[src/rtl/fetch_pkg.sv]
// Shared definitions for the instruction fetch unit: FSM states, error codes, defaults.
package fetch_pkg;

    localparam int unsigned DEFAULT_TIMEOUT = 16;

    typedef enum logic [2:0] {
        ST_IDLE  = 3'd0,
        ST_REQ   = 3'd1,
        ST_WAIT  = 3'd2,
        ST_HOLD  = 3'd3,
        ST_DRAIN = 3'd4,
        ST_ERR   = 3'd5
    } fetch_state_e;

    typedef enum logic [1:0] {
        ERR_NONE     = 2'b00,
        ERR_MISALIGN = 2'b01,
        ERR_TIMEOUT  = 2'b10
    } err_code_e;

endpackage

[src/rtl/fetch_timer.sv]
// Saturating response-wait counter; expired flags the last allowed cycle.
module fetch_timer
    import fetch_pkg::*;
#(
    parameter int unsigned TIMEOUT = DEFAULT_TIMEOUT
) (
    input  logic clk,
    input  logic rst,
    input  logic clr,
    input  logic en,
    output logic expired
);

    localparam int unsigned CNT_W = $clog2(TIMEOUT + 1);

    logic [CNT_W-1:0] r_cnt;

    // Count enabled cycles, holding at TIMEOUT so the value never wraps.
    always_ff @(posedge clk or negedge rst) begin
        if (!rst) begin
            r_cnt <= '0;
        end else if (clr) begin
            r_cnt <= '0;
        end else if (en && (r_cnt != CNT_W'(TIMEOUT))) begin
            r_cnt <= r_cnt + CNT_W'(1);
        end
    end

    // The cycle seeing count TIMEOUT-1 is the TIMEOUT-th waited cycle.
    assign expired = (r_cnt >= CNT_W'(TIMEOUT - 1));

endmodule

[src/rtl/instr_fetch_unit.sv]
// Instruction fetch: PC -> imem req/gnt/rvalid -> decode valid/ready, with flush and errors.
module instr_fetch_unit
    import fetch_pkg::*;
#(
    parameter int unsigned ADDR_W  = 32,
    parameter int unsigned DATA_W  = 32,
    parameter int unsigned TIMEOUT = DEFAULT_TIMEOUT
) (
    input  logic              clk,
    input  logic              rst,
    input  logic [ADDR_W-1:0] pc_in,
    input  logic              fetch_en,
    input  logic              flush,
    output logic              imem_req,
    output logic [ADDR_W-1:0] imem_addr,
    input  logic              imem_gnt,
    input  logic              imem_rvalid,
    input  logic [DATA_W-1:0] imem_rdata,
    output logic [DATA_W-1:0] instr_out,
    output logic [ADDR_W-1:0] instr_pc,
    output logic              instr_valid,
    input  logic              instr_ready,
    output logic              pc_adv,
    output logic              fetch_err,
    output logic [1:0]        err_code
);

    fetch_state_e      r_state, w_state_nxt;
    logic              r_req, w_req_nxt;
    logic [ADDR_W-1:0] r_addr, w_addr_nxt;
    logic [DATA_W-1:0] r_instr, w_instr_nxt;
    logic [ADDR_W-1:0] r_ipc, w_ipc_nxt;
    logic              r_valid, w_valid_nxt;
    logic              r_err, w_err_nxt;
    logic [1:0]        r_code, w_code_nxt;
    logic              w_tmr_clr, w_tmr_en, w_tmr_expired;

    fetch_timer #(.TIMEOUT(TIMEOUT)) u_timer (
        .clk     (clk),
        .rst     (rst),
        .clr     (w_tmr_clr),
        .en      (w_tmr_en),
        .expired (w_tmr_expired)
    );

    // State and registered outputs.
    always_ff @(posedge clk or negedge rst) begin
        if (!rst) begin
            r_state <= ST_IDLE;
            r_req   <= 1'b0;
            r_addr  <= '0;
            r_instr <= '0;
            r_ipc   <= '0;
            r_valid <= 1'b0;
            r_err   <= 1'b0;
            r_code  <= ERR_NONE;
        end else begin
            r_state <= w_state_nxt;
            r_req   <= w_req_nxt;
            r_addr  <= w_addr_nxt;
            r_instr <= w_instr_nxt;
            r_ipc   <= w_ipc_nxt;
            r_valid <= w_valid_nxt;
            r_err   <= w_err_nxt;
            r_code  <= w_code_nxt;
        end
    end

    // Next state and next output values; flush outranks every other input.
    always_comb begin
        w_state_nxt = r_state;
        w_req_nxt   = r_req;
        w_addr_nxt  = r_addr;
        w_instr_nxt = r_instr;
        w_ipc_nxt   = r_ipc;
        w_valid_nxt = r_valid;
        w_err_nxt   = r_err;
        w_code_nxt  = r_code;
        w_tmr_clr   = 1'b0;
        w_tmr_en    = 1'b0;
        unique case (r_state)
            ST_IDLE: begin
                if (fetch_en && !flush) begin
                    if (pc_in[1:0] == 2'b00) begin
                        w_addr_nxt  = pc_in;
                        w_req_nxt   = 1'b1;
                        w_state_nxt = ST_REQ;
                    end else begin
                        w_err_nxt   = 1'b1;
                        w_code_nxt  = ERR_MISALIGN;
                        w_state_nxt = ST_ERR;
                    end
                end
            end
            ST_REQ: begin
                if (imem_gnt) begin
                    // A granted read will still answer, so a flush here must drain it.
                    w_req_nxt   = 1'b0;
                    w_tmr_clr   = 1'b1;
                    w_state_nxt = flush ? ST_DRAIN : ST_WAIT;
                end else if (flush) begin
                    w_req_nxt   = 1'b0;
                    w_state_nxt = ST_IDLE;
                end
            end
            ST_WAIT: begin
                w_tmr_en = 1'b1;
                if (flush) begin
                    w_tmr_clr   = 1'b1;
                    w_state_nxt = ST_DRAIN;
                end else if (imem_rvalid) begin
                    w_instr_nxt = imem_rdata;
                    w_ipc_nxt   = r_addr;
                    w_valid_nxt = 1'b1;
                    w_state_nxt = ST_HOLD;
                end else if (w_tmr_expired) begin
                    w_err_nxt   = 1'b1;
                    w_code_nxt  = ERR_TIMEOUT;
                    w_state_nxt = ST_ERR;
                end
            end
            ST_HOLD: begin
                if (flush || instr_ready) begin
                    w_valid_nxt = 1'b0;
                    w_state_nxt = ST_IDLE;
                end
            end
            ST_DRAIN: begin
                w_tmr_en = 1'b1;
                if (imem_rvalid || w_tmr_expired) begin
                    w_state_nxt = ST_IDLE;
                end
            end
            ST_ERR: begin
                if (flush) begin
                    w_err_nxt   = 1'b0;
                    w_code_nxt  = ERR_NONE;
                    w_state_nxt = ST_IDLE;
                end
            end
            default: begin
                w_state_nxt = ST_IDLE;
            end
        endcase
    end

    // PC advance is combinational so the PC mux loads in the consuming cycle.
    assign pc_adv = (r_state == ST_HOLD) && instr_ready && !flush;

    assign imem_req    = r_req;
    assign imem_addr   = r_addr;
    assign instr_out   = r_instr;
    assign instr_pc    = r_ipc;
    assign instr_valid = r_valid;
    assign fetch_err   = r_err;
    assign err_code    = r_code;

endmodule
[config.mk]
export PLATFORM = sky130hd
export DESIGN_NAME = instr_fetch_unit
export DESIGN_NICKNAME = d
export VERILOG_FILES = /design/src/rtl/fetch_pkg.sv /design/src/rtl/fetch_timer.sv /design/src/rtl/instr_fetch_unit.sv
export SDC_FILE = /design/constraint.sdc
export NUM_CORES = 1
export LEC_CHECK = 0
export CAP_MARGIN = 20
export CORE_ASPECT_RATIO = 0.7
export CORE_MARGIN = 3
export CORE_UTILIZATION = 39
export CTS_CLUSTER_DIAMETER = 100
export DETAILED_ROUTE_END_ITERATION = 16
export PLACE_DENSITY = 0.75
export SLEW_MARGIN = 20
export SYNTH_ARGS = -nofsm -noshare
export SYNTH_HDL_FRONTEND = slang
export SYNTH_HIERARCHICAL = 1
export SYNTH_SLANG_ARGS = --single-unit
[constraint.sdc]
create_clock -name clk -period 1.8 [get_ports clk]
set_input_delay 0.18 -clock clk [delete_from_list [all_inputs] [get_ports clk]]
set_output_delay 0.18 -clock clk [all_outputs]
set_load 0.02 [all_outputs]
==> impl_metrics.py <==
metrics = {
    "status": {
        "violations": "setup timing",
        "status": "finished, violations left",
    },
    "yosys": {
        "yosysTopAreaCell": "dfrtp_1",
        "synth_area_leaders": "dfrtp_1 62%, mux2_2 24%, nor2_1 0.93%",
        "synthArstFlopShare": 1.00,
        "synthCells": 306,
        "synth_ff_type": "dfrtp_1",
        "syn_area_per_cell_sq_um": 14.4,
        "synth_edf_count": 0,
        "synthesis.nets": 380,
        "synth_warnings": 6,
        "ys_types": 39,
        "synth_area_sq_um": 4420,
        "synth_top_area_frac": 0.617,
        "ys_ff_latch": 109,
        "seq_area_frac_synth": 0.617,
    },
    "cts": {
        "htree_levels": 3,
        "cts.clk_slew.worst_paths_ns": 0.08,
        "clock_latency_ns": 0.35,
        "cts_buffers": 9,
        "cts.sinks": 109,
        "cts_buffer_depth": 2,
        "cts-root-buf": "clkbuf_16",
        "tritoncts": "built",
    },
    "routing": {
        "drt-total-wl_microns": 12100,
        "via_per_inst": 4.93,
        "wl_per_cell_microns": 18.1,
        "ant_nets": 0,
        "drtPass1Iterations": 4,
        "drc": 0,
        "drt_iter0_drc": 133,
        "num_vias": 3289,
    },
    "global_route": {
        "grt_pass1_wl_microns": 17800,
        "gr-total-overflow": 0,
        "grt_use_total": 0.178,
        "antenna_found_initial": 0,
        "grt_max_degree": 46,
        "grt_pass1_vias": 3299,
    },
    "place": {
        "io_buffers": 172,
        "post-place-ws_ns": -0.291,
        "dp_cells": 638,
        "placed_cell_area_sq_um": 6500,
        "dpl.hpwl_microns": 8200,
        "place.gp.congestion": 0.891,
    },
    "sta": {
        "relSlewSlack": 0.677,
        "layout_setup_ws_ns": -0.120,
        "grt_setup_unrepaired": "yes",
        "fmax_mhz": 521,
        "finalCritPeriodShare": 1.07,
        "drv_slew": 0,
        "final-hold-violation-count": 0,
        "worst_pin_slew_ns": 0.484,
        "fin_crit_ns": 1.92,
        "finalSetupViolCount": 31,
        "tns_ns": -2.44,
        "worst_clock_skew_ns": 0.00954,
    },
    "final_layout": {
        "layout_commonest_cell": "clkdlybuf4s50_1",
        "syn_to_final_growth_pct": 63.0,
        "n_fill_cell": 764,
        "layout_common_cells": "170 x clkdlybuf4s50_1, 109 x dfrtp_1, 66 x mux2_2, 29 x mux2_4, 22 x buf_4",
        "diodes": 0,
        "fin_area_sq_um": 7200,
        "final_layout_size_suffix_gt1_frac": 0.326,
        "fin_nets": 589,
        "layout.cells.non_filler": 667,
    },
    "critical_path": {
        "crit_required_ns": 2.03,
        "crit_path_top_delay_cell": "or4_4",
        "crit_fanout": 6,
        "crit_path_end_kind": "flip-flop",
        "cp.buffers_inverters": 2,
        "worstPathArrival_ns": 2.15,
        "crit_family": "simple AND/OR/NAND/NOR gates",
        "slowest_delay_ns": 0.42,
        "startpoint_type": "flip-flop",
        "cp_cell_sequence": "nand2b_4 -> or4_4 -> nor3_4 -> buf_6 -> clkbuf_16 -> mux2_2",
        "critPathKind": "flip-flop to flip-flop",
    },
    "die": {
        "io_pins": 173,
        "core_area_sq_um": 10700,
        "row_count": 31,
        "fp.dieH_microns": 95.1,
        "fp.dieArea_sq_um": 12700,
        "die_w_microns": 133,
        "start_util": 0.413,
    },
    "pwr": {
        "p_clk_frac": 0.164,
        "power.net_switching_uw": 4050,
        "ir_drop_mv": 0.978,
        "powerDensity_nw_per_um2": 1590,
        "p_sw_frac": 0.354,
        "p_comb_frac": 0.477,
        "power_frac_seq": 0.359,
        "power_leakage_uw": 0.00317,
        "p_int_uw": 7400,
    },
    "worst_hold_path": {
        "hold_path.class": "primary input to asynchronous set/reset pin",
    },
    "run": {
        "maxCapViolations": 0,
    },
}
## kinds of logic after synthesis
kind of cell,after synthesis,share of synthesized area
DFF,109,0.617
muxes,96,0.245
and+or+nand+nor,50,0.0623
AOI/OAI and AO/OA,27,0.0405
buffers and inverters,20,0.0243
adders and majority gates,3,0.00849
xor gates and xnor gates,1,0.00198
## cell usage after synthesis (2+ instances only)
cell type and instances:
a21oi_1 7, or3_1 2, nand3_1 3, nand4_1 2, nor3_1 2, inv_1 6
clkbuf_1 3, buf_2 8, o31ai_1 3, nand2_1 10, nor4_1 3, buf_6 3
and3_1 3, dfrtp_1 109, nand2b_1 5, mux2_2 93, o21ai_0 5, nor2_1 11
a22oi_1 2, ha_1 3, nor2b_1 5
## path summary, 6_finish.rpt
path	cells past startpoint	to	slack [ns]	start
hold / removal	2	fetch_err	0.33	rst
min in group clk	2	instr_out[20]	0.44	imem_rdata[20]
setup reg to reg	6	imem_addr[18]	-0.12	r_state[1]
hold reg to reg	1	instr_pc[24]	0.51	instr_pc[24]
setup / recovery	6	imem_addr[18]	-0.12	r_state[1]
max in group asynchronous	3	instr_pc[6]	0.87	rst
## metal layers
layer	global-route usage	vias to the layer above	wire length, microns
met5	0	-	0
met4	0.0334	0	78
met3	0.0575	8	902
met1	0.235	1640	5400
met2	0.296	131	5680
li1	-	1510	-
## worst register-to-register path: stages, from the launching register on
cell and delay, ns:
dfrtp_1 0.40, nand2b_4 0.15, or4_4 0.42, nor3_4 0.18, buf_6 0.17, clkbuf_16 0.16
mux2_2 0.33
## state kept, by name (all words and copies together) (netlist names)
| register | count |
|---|---|
| imem_addr | 32 |
| instr_out | 32 |
| instr_pc | 32 |
| u_timer/r_cnt | 5 |
| r_state | 3 |
| err_code | 2 |
| fetch_err | 1 |
| imem_req | 1 |
| instr_valid | 1 |
## per-stage QoR
| step | power [uW] | hold WS [ns] | util |
|---|---|---|---|
| floorplan | 6530 | -0.116 | - |
| global placement | 9100 | 0.165 | 0.607 |
| detailed placement | 9270 | 0.171 | 0.607 |
| CTS | 11300 | 0.335 | 0.642 |
| global route | 12100 | 0.355 | 0.673 |
| finish | 11500 | 0.329 | 0.673 |
## layout make-up
cell class	count	area, sq um	area share
sequential	109	2730	0.379
inverter	6	22.5	0.00313
timing repair buffer	212	2220	0.308
clock inverter	6	56.3	0.00782
multi-input combinational	177	1770	0.246
clock buffer	9	225	0.0313
tap	148	185	0.0257
## power groups by stage
stage | registers (uW) | logic [uW] | clock network [uW]
floorplan | 5190 | 1340 | 0
global placement | 4070 | 5040 | 0
detailed placement | 4130 | 5140 | 0
CTS | 4100 | 5210 | 1950
global route | 4250 | 5760 | 2050
finish | 4110 | 5460 | 1880
## repair_timing
item                                    CTS  global route
pin swaps                                 6             1
resized for setup                        11            46
cloned                                    1             5
hold buffers                              1             0
setup buffers                             3             5
endpoints found under the setup margin   34            93
endpoints found under the hold margin    32             0
Power figures use the tool's default switching activity.
